**src/rtl/mlaccel_pkg.sv**
```systemverilog
// Shared widths, owner tags and round-robin encodings for the
// main-memory arbiter slice.
package mlaccel_pkg;

  localparam int MLACCEL_ADDR_W = 16;
  localparam int MLACCEL_DATA_W = 64;

  localparam int Q_LANE_W = 16;
  localparam int S_LANE_W = 32;
  localparam int C_LANE_W = 64;

  localparam logic [1:0] TAG_NONE = 2'd0;
  localparam logic [1:0] TAG_C    = 2'd1;
  localparam logic [1:0] TAG_Q    = 2'd2;
  localparam logic [1:0] TAG_S    = 2'd3;

  localparam logic LAST_Q = 1'b0;
  localparam logic LAST_S = 1'b1;

endpackage

```
**src/rtl/mlaccel_satcnt.sv**
```systemverilog
// 16-bit saturating counter with synchronous clear.
// Clear wins over increment in the same cycle.
module mlaccel_satcnt (
  input  logic        clk,
  input  logic        rst_n,
  input  logic        clr,
  input  logic        inc,
  output logic [15:0] cnt
);

  logic [15:0] cnt_q;
  logic [15:0] cnt_d;

  always_comb begin
    cnt_d = cnt_q;
    if (clr)
      cnt_d = 16'h0000;
    else if (inc && (cnt_q != 16'hFFFF))
      cnt_d = cnt_q + 16'h0001;
  end

  always_ff @(posedge clk or negedge rst_n) begin
    if (!rst_n)
      cnt_q <= 16'h0000;
    else
      cnt_q <= cnt_d;
  end

  assign cnt = cnt_q;

endmodule

```
**src/rtl/mlaccel_memarb.sv**
```systemverilog
// Compute-first, host/fetch round-robin arbiter for main memory.
// Stall counters exist only with MLACCEL_MEMARB_PERF_EN defined.
module mlaccel_memarb
  import mlaccel_pkg::*;
#(
  parameter int ADDR_W = MLACCEL_ADDR_W,
  parameter int DATA_W = MLACCEL_DATA_W
) (
  input  logic                clock,
  input  logic                resetn,
  input  logic                c_req,
  input  logic [DATA_W/8-1:0] c_wen,
  input  logic [ADDR_W-1:0]   c_addr,
  input  logic [DATA_W-1:0]   c_wdata,
  output logic                c_rvalid,
  output logic [C_LANE_W-1:0] c_rdata,
  input  logic                q_req,
  input  logic [1:0]          q_wen,
  input  logic [ADDR_W-1:0]   q_addr,
  input  logic [Q_LANE_W-1:0] q_wdata,
  output logic                q_gnt,
  output logic                q_rvalid,
  output logic [Q_LANE_W-1:0] q_rdata,
  input  logic                s_req,
  input  logic [ADDR_W-1:0]   s_addr,
  output logic                s_gnt,
  output logic                s_rvalid,
  output logic [S_LANE_W-1:0] s_rdata,
  output logic [ADDR_W-1:0]   m_addr,
  output logic [DATA_W/8-1:0] m_wen,
  output logic [DATA_W-1:0]   m_wdata,
  input  logic [DATA_W-1:0]   m_rdata,
  input  logic                perf_clear,
  output logic [15:0]         q_stall_cnt,
  output logic [15:0]         s_stall_cnt
);

  logic       c_act;
  logic       q_win;
  logic       s_win;
  logic       last_q;
  logic       last_d;
  logic [1:0] tag_q;
  logic [1:0] tag_d;

  assign c_act = c_req | (|c_wen);

  // Tie goes to whichever of host/fetch was not served last.
  always_comb begin
    q_win = 1'b0;
    s_win = 1'b0;
    if (!c_act) begin
      q_win = q_req && (!s_req || (last_q == LAST_S));
      s_win = s_req && !q_win;
    end
  end

  assign q_gnt = q_win;
  assign s_gnt = s_win;

  always_comb begin
    m_addr  = c_addr;
    m_wen   = '0;
    m_wdata = c_wdata;
    tag_d   = TAG_NONE;
    last_d  = last_q;
    unique case (1'b1)
      c_act: begin
        m_wen = c_wen;
        if (c_wen == '0)
          tag_d = TAG_C;
      end
      q_win: begin
        m_addr  = q_addr;
        m_wen   = {{(DATA_W/8-2){1'b0}}, q_wen};
        m_wdata = {{(DATA_W-Q_LANE_W){1'b0}}, q_wdata};
        last_d  = LAST_Q;
        if (q_wen == 2'b00)
          tag_d = TAG_Q;
      end
      s_win: begin
        m_addr  = s_addr;
        m_wdata = '0;
        last_d  = LAST_S;
        tag_d   = TAG_S;
      end
      default: ;
    endcase
  end

  always_ff @(posedge clock or negedge resetn) begin
    if (!resetn) begin
      last_q <= LAST_S;
      tag_q  <= TAG_NONE;
    end else begin
      last_q <= last_d;
      tag_q  <= tag_d;
    end
  end

  assign c_rvalid = (tag_q == TAG_C);
  assign q_rvalid = (tag_q == TAG_Q);
  assign s_rvalid = (tag_q == TAG_S);

  assign c_rdata = m_rdata[C_LANE_W-1:0];
  assign q_rdata = m_rdata[Q_LANE_W-1:0];
  assign s_rdata = m_rdata[S_LANE_W-1:0];

`ifdef MLACCEL_MEMARB_PERF_EN
  mlaccel_satcnt u_q_stall (
    .clk   (clock),
    .rst_n (resetn),
    .clr   (perf_clear),
    .inc   (q_req && !q_win),
    .cnt   (q_stall_cnt)
  );

  mlaccel_satcnt u_s_stall (
    .clk   (clock),
    .rst_n (resetn),
    .clr   (perf_clear),
    .inc   (s_req && !s_win),
    .cnt   (s_stall_cnt)
  );
`else
  logic unused_perf_clear;
  assign unused_perf_clear = perf_clear;
  assign q_stall_cnt = 16'h0000;
  assign s_stall_cnt = 16'h0000;
`endif

endmodule

```
**config.mk**
```make
export PLATFORM = sky130hd
export DESIGN_NAME = mlaccel_memarb
export DESIGN_NICKNAME = d
export VERILOG_FILES = /design/src/rtl/mlaccel_pkg.sv /design/src/rtl/mlaccel_satcnt.sv /design/src/rtl/mlaccel_memarb.sv
export SDC_FILE = /design/constraint.sdc
export NUM_CORES = 1
export LEC_CHECK = 0
export BUFFER_PORTS_ARGS = -buffer_cell sky130_fd_sc_hd__clkbuf_2
export CORE_AREA = 2 2 175 177
export CTS_BUF_LIST = sky130_fd_sc_hd__clkbuf_8
export DETAILED_ROUTE_END_ITERATION = 6
export DIE_AREA = 0 0 177 179
export MAX_ROUTING_LAYER = met4
export REMOVE_ABC_BUFFERS = 1
export SLEW_MARGIN = 20
export SYNTH_ARGS = -nofsm -noshare
export SYNTH_HDL_FRONTEND = slang
export SYNTH_SLANG_ARGS = --single-unit
```
**constraint.sdc**
```tcl
create_clock -name clock -period 2.1 [get_ports clock]
set_input_delay 0.105 -clock clock [delete_from_list [all_inputs] [get_ports clock]]
set_output_delay 0.105 -clock clock [all_outputs]
set_load 0.02 [all_outputs]
```
### After elaboration in Yosys (flattened, before gate mapping)

Cells that the tools add are included.

* register bits after elaboration: 3
* input port bits: 208
* output and inout port bits: 237
* logic and storage cells: 24

* eq/ne operators: 3
* multiplexer cells: 9
* bitwise gates (word level): 1
* reductions and logical operators: 9

Operators by type and width (number)
* 64-bit case mux with 2 select lines: 1
* 16-bit case mux with 2 select lines: 1
* 8-bit case mux with 2 select lines: 1
* 8-bit logical NOT: 1
* 8-bit OR reduction: 1
* 2-bit case mux with 3 select lines: 1
* 2-bit equality test (second input constant): 2
* 1-bit two-way mux: 3
* 2-bit by 1-bit equality test with 1-bit output (second input constant): 1
* 1-bit logical AND: 2
* 1-bit logical NOT: 2
* 2-bit logical NOT: 1
* 2-bit two-way mux: 1
* 1-bit case mux with 2 select lines: 1
* 2-bit nonzero test: 1
* 1-bit logical OR: 1
* 1-bit OR: 1

### Longest topological paths before layout

* depth in word-level cells: 7
* depth in mapped cells: 6
* depth with buffers taken out: 3

### Worst setup path before layout

OpenSTA, ideal clock, no wires.

* kind: register -> output
* start: register last_q
* end: output q_gnt
* data arrival time: 1.874 ns
* data required time: 1.995 ns
* setup slack: 0.121 ns
* cell stages (with the launch flop): 6
* path through: dfstp_2 > nand2b_1 > clkbuf_1 > clkbuf_1 > nand2_1 > nor4_1

* cells in the longest elaborated chain, start to end: 3

RTL lines
* start: declaration: line mlaccel_memarb.sv:41 `logic last_q;`
* start signal: assignment: line mlaccel_memarb.sv:96 `last_q <= last_d;`
* 1-bit logical OR: line mlaccel_memarb.sv:53 `q_win = q_req && (!s_req || (last_q == LAST_S));`
* 1-bit logical AND: line mlaccel_memarb.sv:53
* 1-bit two-way mux: line mlaccel_memarb.sv:52 `if (!c_act) begin`
* end: declaration: line mlaccel_memarb.sv:21 `output logic q_gnt,`

Every way passes these cells.

### Worst setup path in the final report

* start: input c_wen[4]
* end: output m_wdata[3]

* cells in the longest elaborated chain, start to end: 4

RTL lines
* start: declaration: line mlaccel_memarb.sv:12 `input logic [DATA_W/8-1:0] c_wen,`
* 8-bit OR reduction *: line mlaccel_memarb.sv:46 `assign c_act = c_req | (|c_wen);`
* 1-bit OR *: line mlaccel_memarb.sv:46
* 1-bit two-way mux: line mlaccel_memarb.sv:52
* 64-bit case mux with 2 select lines *: line mlaccel_memarb.sv:67 `unique case (1'b1)`
* end: declaration: line mlaccel_memarb.sv:31 `output logic [DATA_W-1:0] m_wdata,`

Every way passes the cells marked *; elsewhere a longest branch is shown, timed or not.

==> reports/qor.csv <==
stage,metric,value,unit
placed_design,dp_hpwl,15400,um
placed_design,io_buffer_count,235,
placed_design,gp_congestion,0.783,
finish,layout_commonest_cell,clkbuf_2,
sta,slew_violations,0,
cts,numCtsBuffers,3,
detailed_routing,via_count,2552,
placed_design,numPlacedInstances,798,
finish,final_cell_mix,"clkbuf_2, nor2b_1, conb_1",
detailed_routing,drc,0,
cts,root_buffer,clkbuf_8,
run_status,status,"finished, final reports clean",
cts,htree_levels,1,
finish,fin_cells,804,
detailed_routing,ant_nets,0,
grt,grt_max_degree,49,
logic_synthesis,ys_types,28,
sta,fmax,496,MHz
logic_synthesis,ys_warn_count,0,
grt,grt_pass1_vias,2061,
flow_run,maxCapViolCount,0,
die,rows,64,
power,peakVddDrop,0.0707,mV
logic_synthesis,syn_inst,298,
logic_synthesis,synth_seq_cells,3,
detailed_routing,viasPerCell,3.17,
finish,nets,616,
hold_path,min_path_type,in2reg,
cts,clk_latency,0.22,ns
placed_design,placed_area,0.00291,sq mm
finish,seqCellArea,76.3,sq um
grt,grt_use_total,10.0,%
logic_synthesis,synth_area,0.00222,sq mm
sta,setup_viol,0,
worst_setup_path,worstSetupStartpointType,input pin,
die,die_w,177,um
die,chipHeight,179,um
die,ios,445,
die,die-area,0.0317,sq mm
sta,rsz0062_at_grt,no,
die,coreArea,0.0300,sq mm
cts,clockBufferDepth,2,
detailed_routing,drt_first_pass_iters,5,
detailed_routing,wirelength,17100,um
worst_setup_path,critPathMaxFanout,32,
power,leakagePower,1.52,nW
finish,multiInputGateArea,0.00105,sq mm
worst_setup_path,crit_type,in2out,
finish,syn2layout_area_growth,34.3,%
logic_synthesis,syn_area_per_cell,7.44,sq um
die,start_util,7.38,%
detailed_routing,drt-initial-drc-count,107,
grt,grt_overflow,0,
grt,grt_pass1_wl,19800,um
worst_setup_path,cp.required,2.00,ns
worst_setup_path,cp_data_arrival_time,1.91,ns
finish,nFillCells,3525,
sta,timing.final.ws_setup,0.0851,ns
sta,period_minus_slack,2.01,ns
worst_setup_path,end_kind,primary output,
power,powerDensity,254,mW/mm^2
sta,period_share,95.9,%
cts,cts.clk_slew.worst_paths,0.03,ns
worst_setup_path,r2r_slack,0.71,ns
placed_design,post-place-ws,0.0618,ns
finish,drive_gt1_share,63.1,%
sta,fin_worst_skew,0.00123,ns
logic_synthesis,ys_seq_area_share,3.44,%
cts,cts_tree,built,
cts,clock_sinks,3,
finish,stdcell_area,0.00298,sq mm
grt,grt_antenna_before_repair,1,
detailed_routing,routedWlPerCell,21.3,um
sta,hold_violations,0,
flip-flops by register name, summed over array words and instances (netlist names):
| signal | flops |
|---|---|
| last_q | 1 |
| tag_q | 2 |
worst paths after layout:
path	endpoint	depth (start not counted)	start
max in group asynchronous	last_q	2	resetn
max reg2reg	tag_q[1]	3	last_q
min in group asynchronous	tag_q[1]	2	resetn
min reg2reg	last_q	2	last_q
min	tag_q[1]	2	q_wen[1]
max	m_wdata[3]	6	c_wen[4]
layer usage:
layer  wire [um]  track usage (%)
met4         197             1.76
met3        4820             13.4
met5           0                -
met1        5290             8.42
met2        6830             13.4
kinds of logic after synthesis:
family | share of synthesized area, %
and+or+nand+nor | 19.0
other | 0.169
buffers and inverters | 55.2
DFF | 3.44
AOI/OAI and AO/OA | 22.2
timing repair:
item,CTS,global route
hold endpoints to repair,3,0
gates resized for setup,0,1
setup endpoints to repair,0,1
setup buffers,0,0
hold buffers,1,0
through the flow:
stage / utilization, % / TNS [ns] / power (mW) / hold slack, ns
after floorplan: - / -58.12 / 0.326 / -0.191
after global placement: 9.70 / 0 / 0.584 / -0.0957
after detailed placement: 9.70 / 0 / 0.590 / -0.0910
after CTS: 9.89 / 0 / 0.765 / 0.143
after global routing: 9.91 / 0 / 0.808 / 0.140
final: 9.91 / 0 / 0.755 / 0.147
Yosys cell counts:
library cell,n,share of area [%]
a32o_1,16,7.2
inv_1,2,0.34
o41ai_1,2,0.79
a21bo_2,1,0.45
nor3_2,1,0.45
a31o_2,2,0.79
a32oi_1,16,6.3
buf_6,3,1.5
buf_1,2,0.34
nor3_1,1,0.23
o2bb2ai_1,16,6.3
nor4_1,1,0.28
nand2_1,2,0.34
or4_4,1,0.51
dfstp_2,1,1.2
or4_1,3,1.0
conb_1,1,0.17
nor2b_1,50,14
nand2b_1,1,0.28
buf_2,5,1.1
buf_4,144,49
dfrtp_1,2,2.3
a21boi_1,1,0.34
or3_1,1,0.28
nor4_2,1,0.56
clkbuf_1,18,3.0
nor2_1,2,0.34
and2_1,2,0.56
critical path, stage by stage:
cell,delay [ns]
clkbuf_2,0.09
or4_4,0.53
or4_1,0.57
buf_12,0.20
a32o_1,0.24
clkbuf_2,0.16
report_power, final:
group / total [mW] / switching [mW] / internal [mW]
Clock: 0.165 / 0.0404 / 0.125
Sequential: 0.0612 / 0.00121 / 0.0600
Combinational: 0.529 / 0.310 / 0.220
layout make-up:
| cell class | instances | share of cell area, % |
|---|---|---|
| repair buffers | 246 | 43.6 |
| multi-input cells | 152 | 35.3 |
| well taps | 396 | 16.6 |
| flip-flops and latches | 3 | 2.56 |
| clock buffers | 3 | 1.39 |
| inverters | 2 | 0.252 |
| clock inverters | 1 | 0.126 |
| diodes | 1 | 0.0841 |
Power figures use the tool's default switching activity.
